File: src/rtl/mem_bus_arbiter.sv
`default_nettype none
// ============================================================================
// mem_bus_arbiter - round-robin memory-bus owner arbiter with burst cap and gap  | rev 1.0
// ============================================================================
module mem_bus_arbiter #(
  parameter int N_REQ      = 4,
  parameter int N_W        = 9,
  parameter int MAX_BURST  = 143,
  parameter int GAP_CYCLES = 1
) (
  input  logic                     clk,
  input  logic                     rst,
  input  logic [N_REQ-1:0]         req,
  input  logic [N_REQ*N_W-1:0]     n_in,
  input  logic                     clear_timeout,
  output logic [N_REQ-1:0]         grant,
  output logic                     owner_valid,
  output logic [$clog2(N_REQ)-1:0] owner_id,
  output logic [N_W-1:0]           n_out,
  output logic [N_REQ-1:0]         timeout_flag
);

  localparam int ID_W  = $clog2(N_REQ);
  localparam int SUM_W = ID_W + 1;
  localparam int BC_W  = $clog2(MAX_BURST + 1);
  localparam int GC_W  = $clog2(GAP_CYCLES + 1);
  localparam logic [BC_W-1:0] BURST_LAST = BC_W'(MAX_BURST - 1);
  localparam logic [GC_W-1:0] GAP_LAST   = GC_W'(GAP_CYCLES - 1);

  typedef enum logic [1:0] {
    ST_IDLE = 2'd0,
    ST_OWN  = 2'd1,
    ST_GAP  = 2'd2
  } state_t;

  state_t            state, state_nx;
  logic [ID_W-1:0]   ptr, ptr_nx, owner_nx, win, ptr_after;
  logic [SUM_W-1:0]  win_sum;
  logic              win_found;
  logic [N_REQ-1:0]  req_rot, grant_nx, flag_nx;
  logic [BC_W-1:0]   burst_cnt, burst_nx;
  logic [GC_W-1:0]   gap_cnt, gap_nx;
  logic [N_W-1:0]    n_nx;
  logic [N_W-1:0]    n_arr [N_REQ];

  for (genvar k = 0; k < N_REQ; k++) begin : g_nslice
    assign n_arr[k] = n_in[k*N_W +: N_W];
  end

  // Rotate requests so bit 0 is the current highest-priority requester.
  always_comb begin
    req_rot   = N_REQ'({req, req} >> ptr);
    win_found = 1'b0;
    win_sum   = '0;
    for (int j = N_REQ - 1; j >= 0; j--) begin
      if (req_rot[j]) begin
        win_found = 1'b1;
        win_sum   = SUM_W'(j) + {1'b0, ptr};
      end
    end
    win = (win_sum >= SUM_W'(N_REQ)) ? ID_W'(win_sum - SUM_W'(N_REQ)) : win_sum[ID_W-1:0];
  end

  assign ptr_after   = (owner_id == ID_W'(N_REQ - 1)) ? '0 : owner_id + ID_W'(1);
  assign owner_valid = |grant;

  always_comb begin
    state_nx = state;
    ptr_nx   = ptr;
    owner_nx = owner_id;
    n_nx     = n_out;
    grant_nx = grant;
    burst_nx = burst_cnt;
    gap_nx   = gap_cnt;
    flag_nx  = clear_timeout ? '0 : timeout_flag;
    case (state)
      ST_IDLE: begin
        if (win_found) begin
          state_nx = ST_OWN;
          grant_nx = N_REQ'(1) << win;
          owner_nx = win;
          n_nx     = n_arr[win];
          burst_nx = '0;
        end
      end
      ST_OWN: begin
        // A voluntary release takes precedence over the burst cap.
        if (!req[owner_id]) begin
          state_nx = ST_GAP;
          grant_nx = '0;
          ptr_nx   = ptr_after;
          gap_nx   = '0;
        end else if (burst_cnt == BURST_LAST) begin
          state_nx          = ST_GAP;
          grant_nx          = '0;
          ptr_nx            = ptr_after;
          gap_nx            = '0;
          flag_nx[owner_id] = 1'b1;
        end else begin
          burst_nx = burst_cnt + BC_W'(1);
        end
      end
      ST_GAP: begin
        if (gap_cnt == GAP_LAST) begin
          state_nx = ST_IDLE;
        end else begin
          gap_nx = gap_cnt + GC_W'(1);
        end
      end
      default: begin
        state_nx = ST_IDLE;
        grant_nx = '0;
      end
    endcase
  end

  always_ff @(posedge clk or posedge rst) begin
    if (rst) begin
      state        <= ST_IDLE;
      ptr          <= '0;
      owner_id     <= '0;
      n_out        <= '0;
      grant        <= '0;
      burst_cnt    <= '0;
      gap_cnt      <= '0;
      timeout_flag <= '0;
    end else begin
      state        <= state_nx;
      ptr          <= ptr_nx;
      owner_id     <= owner_nx;
      n_out        <= n_nx;
      grant        <= grant_nx;
      burst_cnt    <= burst_nx;
      gap_cnt      <= gap_nx;
      timeout_flag <= flag_nx;
    end
  end

endmodule
`default_nettype wire
File: config.mk
export PLATFORM = sky130hd
export DESIGN_NAME = mem_bus_arbiter
export DESIGN_NICKNAME = d
export VERILOG_FILES = /design/src/rtl/mem_bus_arbiter.sv
export SDC_FILE = /design/constraint.sdc
export NUM_CORES = 1
export LEC_CHECK = 0
export CAP_MARGIN = 10
export CORE_MARGIN = 4
export CORE_UTILIZATION = 44
export CTS_CLUSTER_DIAMETER = 120
export DETAILED_ROUTE_END_ITERATION = 16
export PLACE_DENSITY = 0.79
export SKIP_CTS_REPAIR_TIMING = 1
export SLEW_MARGIN = 20
export SYNTH_ARGS = -nofsm -noshare
export SYNTH_HDL_FRONTEND = slang
export SYNTH_SLANG_ARGS = --single-unit
File: constraint.sdc
create_clock -name clk -period 2.4 [get_ports clk]
set_input_delay 0.6 -clock clk [delete_from_list [all_inputs] [get_ports clk]]
set_output_delay 0.6 -clock clk [all_outputs]
set_load 0.005 [all_outputs]
==> results of run 1 <==
[logic make-up (layout without fill, tap and decap cells)]
| logic type | after synthesis | count (layout) | share of synthesized area, % |
|---|---|---|---|
| AOI/OAI and AO/OA | 37 | 37 | 17.4 |
| and+or+nand+nor | 48 | 48 | 13.1 |
| xor gates and xnor gates | 6 | 6 | 3.02 |
| buffers and inverters | 19 | 90 | 5.32 |
| adders and majority gates | 6 | 6 | 4.31 |
| DFF | 31 | 31 | 44.6 |
| muxes | 20 | 20 | 12.3 |
[sequential cells by signal, summed over array words and instances (netlist names)]
register and count:
burst_cnt 8, grant 4, n_out 9, owner_id 2
ptr 2, state 2, timeout_flag 4
[per-layer routing]
metal	share of wire [%]	GRT usage [%]	up-vias	routed length, um
met2	45	26.3	52	1790
li1	-	-	742	-
met4	0.99	5.64	0	39
met5	0	0	-	0
met1	43	21.0	695	1710
met3	10	9.38	4	411
[final timing paths]
kind	start	to	slack [ns]	cells after the start
setup / recovery	grant[3]	owner_valid	0.16	2
setup reg to reg	burst_cnt[0]	burst_cnt[3]	0.42	7
hold / removal	n_out[1]	n_out[1]	0.49	2
min in group asynchronous	rst	burst_cnt[2]	0.70	3
hold reg to reg	n_out[1]	n_out[1]	0.49	2
max in group asynchronous	rst	burst_cnt[4]	1.41	3
[power by group]
group	total, mW	switching [mW]	internal (mW)
combinational	1.28	0.590	0.692
sequential	0.857	0.160	0.697
clock	0.388	0.185	0.203
[synthesized netlist by cell type, types with 2 or more instances]
| cell | count |
|---|---|
| ha_1 | 6 |
| mux2i_1 | 18 |
| nor2b_1 | 3 |
| nand4_1 | 2 |
| buf_2 | 2 |
| nand2_1 | 19 |
| nor3_1 | 2 |
| nand3_1 | 5 |
| inv_1 | 13 |
| a32o_1 | 2 |
| o221ai_1 | 9 |
| a22o_1 | 2 |
| dfrtp_1 | 31 |
| o21a_1 | 2 |
| o21ai_0 | 7 |
| xnor2_1 | 6 |
| nor2_1 | 10 |
| a21o_1 | 2 |
| a21oi_2 | 4 |
| buf_4 | 3 |
[area by class of cell]
class / count / area share (%)
multi-input cells: 117 / 34.6
clock buffers: 7 / 3.02
clock inverters: 1 / 0.198
inverters: 13 / 1.93
repair buffers: 69 / 27.2
flip-flops and latches: 31 / 30.7
well taps: 48 / 2.38
[metrics by stage]
stage	power (mW)	setup WS, ns	TNS [ns]	instance area, um^2	hold WS, ns
after CTS	2.56	0.138	0	2520	0.492
after detailed placement	2.16	-0.0701	-0.463	2440	0.475
after global routing	2.73	0.00786	0	2520	0.523
after floorplan	1.60	0.672	0	1740	0.478
after global placement	2.14	0.0159	0	2440	0.471
final	2.53	0.159	0	2520	0.487
[critical path: cells and delay by family, from the launching register on]
kind	cells	cell delay, ns
buf+inv	1	0.46
simple gates	1	0.52
flops	1	0.38
==> impl_results.md, run 1 <==
* Synth Flop Type: dfrtp_1
* I/O Buffers at 62
* Avg Inst Size Synth at 10.4 um^2
* Slew Viols, Final at 0
* Antenna violations before repair at 0
* CP max stage delay at 0.52 ns
* Synth top area cells: dfrtp_1, mux2i_1, o221ai_1
* Core Box Area at 0.00374 mm^2
* GPL Wtd Cong at 0.745
* Fillers at 317
* Slew at the pin with the worst max-slew slack at 0.548 ns
* Core Util, Final at 67.4%
* Worst Path Max Fanout at 3
* DR pass1 iterations at 4
* Final Hold Fails at 0
* CTS Buf Count at 5
* DRT Wirelength at 3.95 mm
* Post-synth ARST share at 100%
* Critical path startpoint category: register
* Cells after DPL at 278
* Req. time, crit path at 1.80 ns
* Final Instance Count excl. Fillers at 286
* Ordered list of cells on the worst path: or4_1 -> clkdlybuf4s50_1
* H-Tree Depth at 2
* Multi-input gate area at 872 um^2
* Status: finished, final reports clean
* Cell type with the largest total area after synthesis: dfrtp_1
* Min Tclk post-route at 2.24 ns
* Unrepaired setup endpoints after global routing: false
* WL/cell at 13.8 um
* Finish-stage setup viols at 0
* Clock tree buffer depth at 2
* Initial drt markers at 93
* CP max stage cell: or4_1
* Post-DRT Antenna Nets at 0
* Die height at 70.9 um
* Area growth, synth to finish at 45.0%
* Period utilization at 93.4%
* Max-slew headroom at 63.2%
* Share of cells above drive strength 1 at 9.66%
* Post-synthesis sequential area ratio at 44.6%
* CTS sink cnt at 31
* Final Skew at 0.00426 ns
* Nets@finish at 286
* DR vias at 1493
* DRC at 0
* Skew-Pair Late Insertion Delay at 0.28 ns
* N_diodes at 0
* Cell area after synthesis at 0.00174 mm^2
* Die X-Extent at 70.9 um
* Worst Path Arrival at 1.64 ns
* Worst Setup End Kind: output port
* Overall global routing resource usage at 17.3%
* Congestion Overflow GR at 0
* Post-Synthesis Net Count at 216
* I/O Pins at 63
* PwrDens at 1000 mW/mm^2
* Post-synth EDFFs at 0
* Syn. warnings at 0
* Commonest non-fill, non-tap cell in the layout: clkdlybuf4s50_1
* Peak VDD IR at 0.576 mV
* CTS tree: yes
* Detail Placement HPWL at 3.00 mm
* Synth unique cells at 39
* Core Rows at 22
* Max Clock Freq at 446 MHz
* Drt via density at 5.22
* Clk slew on worst S/H paths at 0.06 ns
* Reported max-cap violation count at 0
* Largest net degree at the start of global routing at 32
* Die area at 0.00503 mm^2
* Most frequent cells in the layout: clkdlybuf4s50_1, dfrtp_1, nand2_1
* Static Leak at 1.13 nW
* First-pass GRT wire length at 6.80 mm
* Initial Util at 46.5%
* CP Class: reg2out
* Synth top area share at 44.6%
* Register area at 776 um^2
* Post-synthesis register bit count at 31
* Root Buffer: clkbuf_8
* Post-Synthesis Cells at 167
* Number of global-route vias before repair at 1508
* Hold WC Path Type: reg2reg
Note: power is estimated with default switching activity, not from simulation.
==> run 2, diff against run 1 <==
==> constraint.sdc (replaced) <==
create_clock -name clk -period 2.3 [get_ports clk]
set_input_delay 0.575 -clock clk [delete_from_list [all_inputs] [get_ports clk]]
set_output_delay 0.575 -clock clk [all_outputs]
set_load 0.005 [all_outputs]
==> run 2 against run 1 <==
Clock power is 1% lower. Flip-flop and latch count stayed put. Via count is 1.5% higher. Sequential power is 4.3% higher. Sequential share of layout area is 0.26 points lower. Register-to-register slack worse by 0.07 ns. Clock skew is 0.0037 ns higher. Cell count is 0.70% higher. First-iteration DRC count is 3.2% lower. Highest routed layer unchanged. Final area is 0.84% higher. Largest power group unchanged. Non-clock buffer count is 4 higher.
==> impl_results.md, run 2 (synthesized netlist as in run 1, its figures left out) <==
* Final Hold Fails at 0
* CP endpoint: owner_valid
* Commonest non-fill, non-tap cell in the layout: clkdlybuf4s50_1
* Most frequent cells in the layout: clkdlybuf4s50_1, dfrtp_1, nand2_1
* Hold WC Path Type: reg2reg
* I/O Buffers at 62
* Cells on worst reg2reg path at 7
* CTS sink cnt at 31
* Die height at 70.9 um
* Antenna violations before repair at 0
* CTS Buf Count at 5
* FF-to-FF End: burst_cnt[1]
* GPL Wtd Cong at 0.800
* Max FFs per register at 9
* Pre-CTS setup slack at -0.0615 ns
* Overall global routing resource usage at 17.3%
* Skew-Pair Late Insertion Delay at 0.28 ns
* Share of cells above drive strength 1 at 10.8%
* Slew Viols, Final at 0
* PwrDens at 1050 mW/mm^2
* Peak VDD IR at 0.685 mV
* Congestion Overflow GR at 0
* DRC at 0
* Worst Path Arrival at 1.64 ns
* Drt via density at 5.26
* Worst Path Max Fanout at 3
* Period utilization at 96.2%
* Largest net degree at the start of global routing at 32
* Placed instance area at 0.00247 mm^2
* Post-DRT Antenna Nets at 0
* DR pass1 iterations at 4
* I/O Pins at 63
* Most flops, register: n_out
* CP Launch Point: grant[3]
* DRT Wirelength at 4.08 mm
* CTS tree: yes
* Max Clock Freq at 452 MHz
* Final Skew at 0.00800 ns
* Clock tree buffer depth at 2
* Clk slew on worst S/H paths at 0.06 ns
* WL/cell at 14.2 um
* Root Buffer: clkbuf_8
* Area growth, synth to finish at 46.2%
* First-pass GRT wire length at 6.87 mm
* Nets@finish at 290
* H-Tree Depth at 2
* Core Box Area at 0.00374 mm^2
* Core Util, Final at 68.0%
* Static Leak at 1.14 nW
* Die X-Extent at 70.9 um
* Number of global-route vias before repair at 1513
* Initial Util at 46.5%
* Final instance area at 0.00254 mm^2
* Core Rows at 22
* R2r startpoint: burst_cnt[0]
* Reported max-cap violation count at 0
* Req. time, crit path at 1.73 ns
* Slew at the pin with the worst max-slew slack at 0.459 ns
* DR vias at 1516
* Die area at 0.00503 mm^2
* Critical path startpoint category: register
* Status: finished, final reports clean
* Final Instance Count excl. Fillers at 288
* CP Class: reg2out
* Reg2Reg Setup Slack at 0.35 ns
* N_diodes at 0
* Setup slack after layout at 0.0863 ns
* Initial drt markers at 90
* Unrepaired setup endpoints after global routing: false
* Largest registers: n_out x9, burst_cnt x8
* Worst Setup End Kind: output port
* Finish-stage setup viols at 0
* Max-slew headroom at 69.2%
* Detail Placement HPWL at 3.10 mm
* Min Tclk post-route at 2.21 ns
* Cells after DPL at 282
run 2: changes by cell type in the layout (fill, tap and decap cells not counted):
cell and change:
buf_4 +4, clkbuf_1 -1, clkinv_2 -1
run 2: how the worst min path moves through the flow:
| stage | end | start | cells past startpoint |
|---|---|---|---|
| after floorplan | n_out[4] | n_out[4] | 2 |
| after global placement | n_out[2] | n_out[2] | 2 |
| after detailed placement | n_out[8] | n_out[8] | 2 |
| after CTS | n_out[8] | n_out[8] | 2 |
| after global routing | n_out[1] | n_out[1] | 2 |
| final | n_out[8] | n_out[8] | 2 |
run 2: cell type report:
class | count | area, um^2
Fill cell | 331 | 1200
Multi-Input combinational cell | 117 | 872
Sequential cell | 31 | 776
Timing Repair Buffer | 73 | 716
Clock buffer | 6 | 72.6
Tap cell | 48 | 60.1
Inverter | 13 | 48.8
run 2: worst max-delay path, cell delays in order (launching register included):
cell and delay (ns):
dfrtp_1 0.39, or4_1 0.52, clkdlybuf4s50_1 0.46
run 2: metal layers:
| layer | global-route usage (%) | up-vias | wire [um] |
|---|---|---|---|
| li1 | - | 746 | - |
| met1 | 21.5 | 700 | 1790 |
| met2 | 26.9 | 61 | 1800 |
| met3 | 8.10 | 9 | 427 |
| met4 | 5.01 | 0 | 59 |
| met5 | 0 | - | 0 |
run 2: metrics by stage:
| step | setup TNS [ns] | power, mW | hold WS [ns] |
|---|---|---|---|
| 3_3_place_gp | 0 | 2.27 | 0.470 |
| 6_report | 0 | 2.67 | 0.487 |
| 4_1_cts | 0 | 2.70 | 0.487 |
| 5_1_grt | 0 | 2.88 | 0.514 |
| 2_1_floorplan | 0 | 1.67 | 0.478 |
| 3_5_place_dp | -0.232 | 2.29 | 0.475 |
run 2: power breakdown:
group,switching [mW],internal [mW]
combinational,0.638,0.751
sequential,0.166,0.728
clock,0.183,0.201
==> run 3, diff against run 2 <==
--- a/config.mk
+++ b/config.mk
@@ -11,7 +11,6 @@
 export CTS_CLUSTER_DIAMETER = 120
 export DETAILED_ROUTE_END_ITERATION = 16
 export PLACE_DENSITY = 0.79
-export SKIP_CTS_REPAIR_TIMING = 1
 export SLEW_MARGIN = 20
 export SYNTH_ARGS = -nofsm -noshare
 export SYNTH_HDL_FRONTEND = slang
==> results of run 3 <==
Final layout, timing and power as in run 2 (identical DEF).
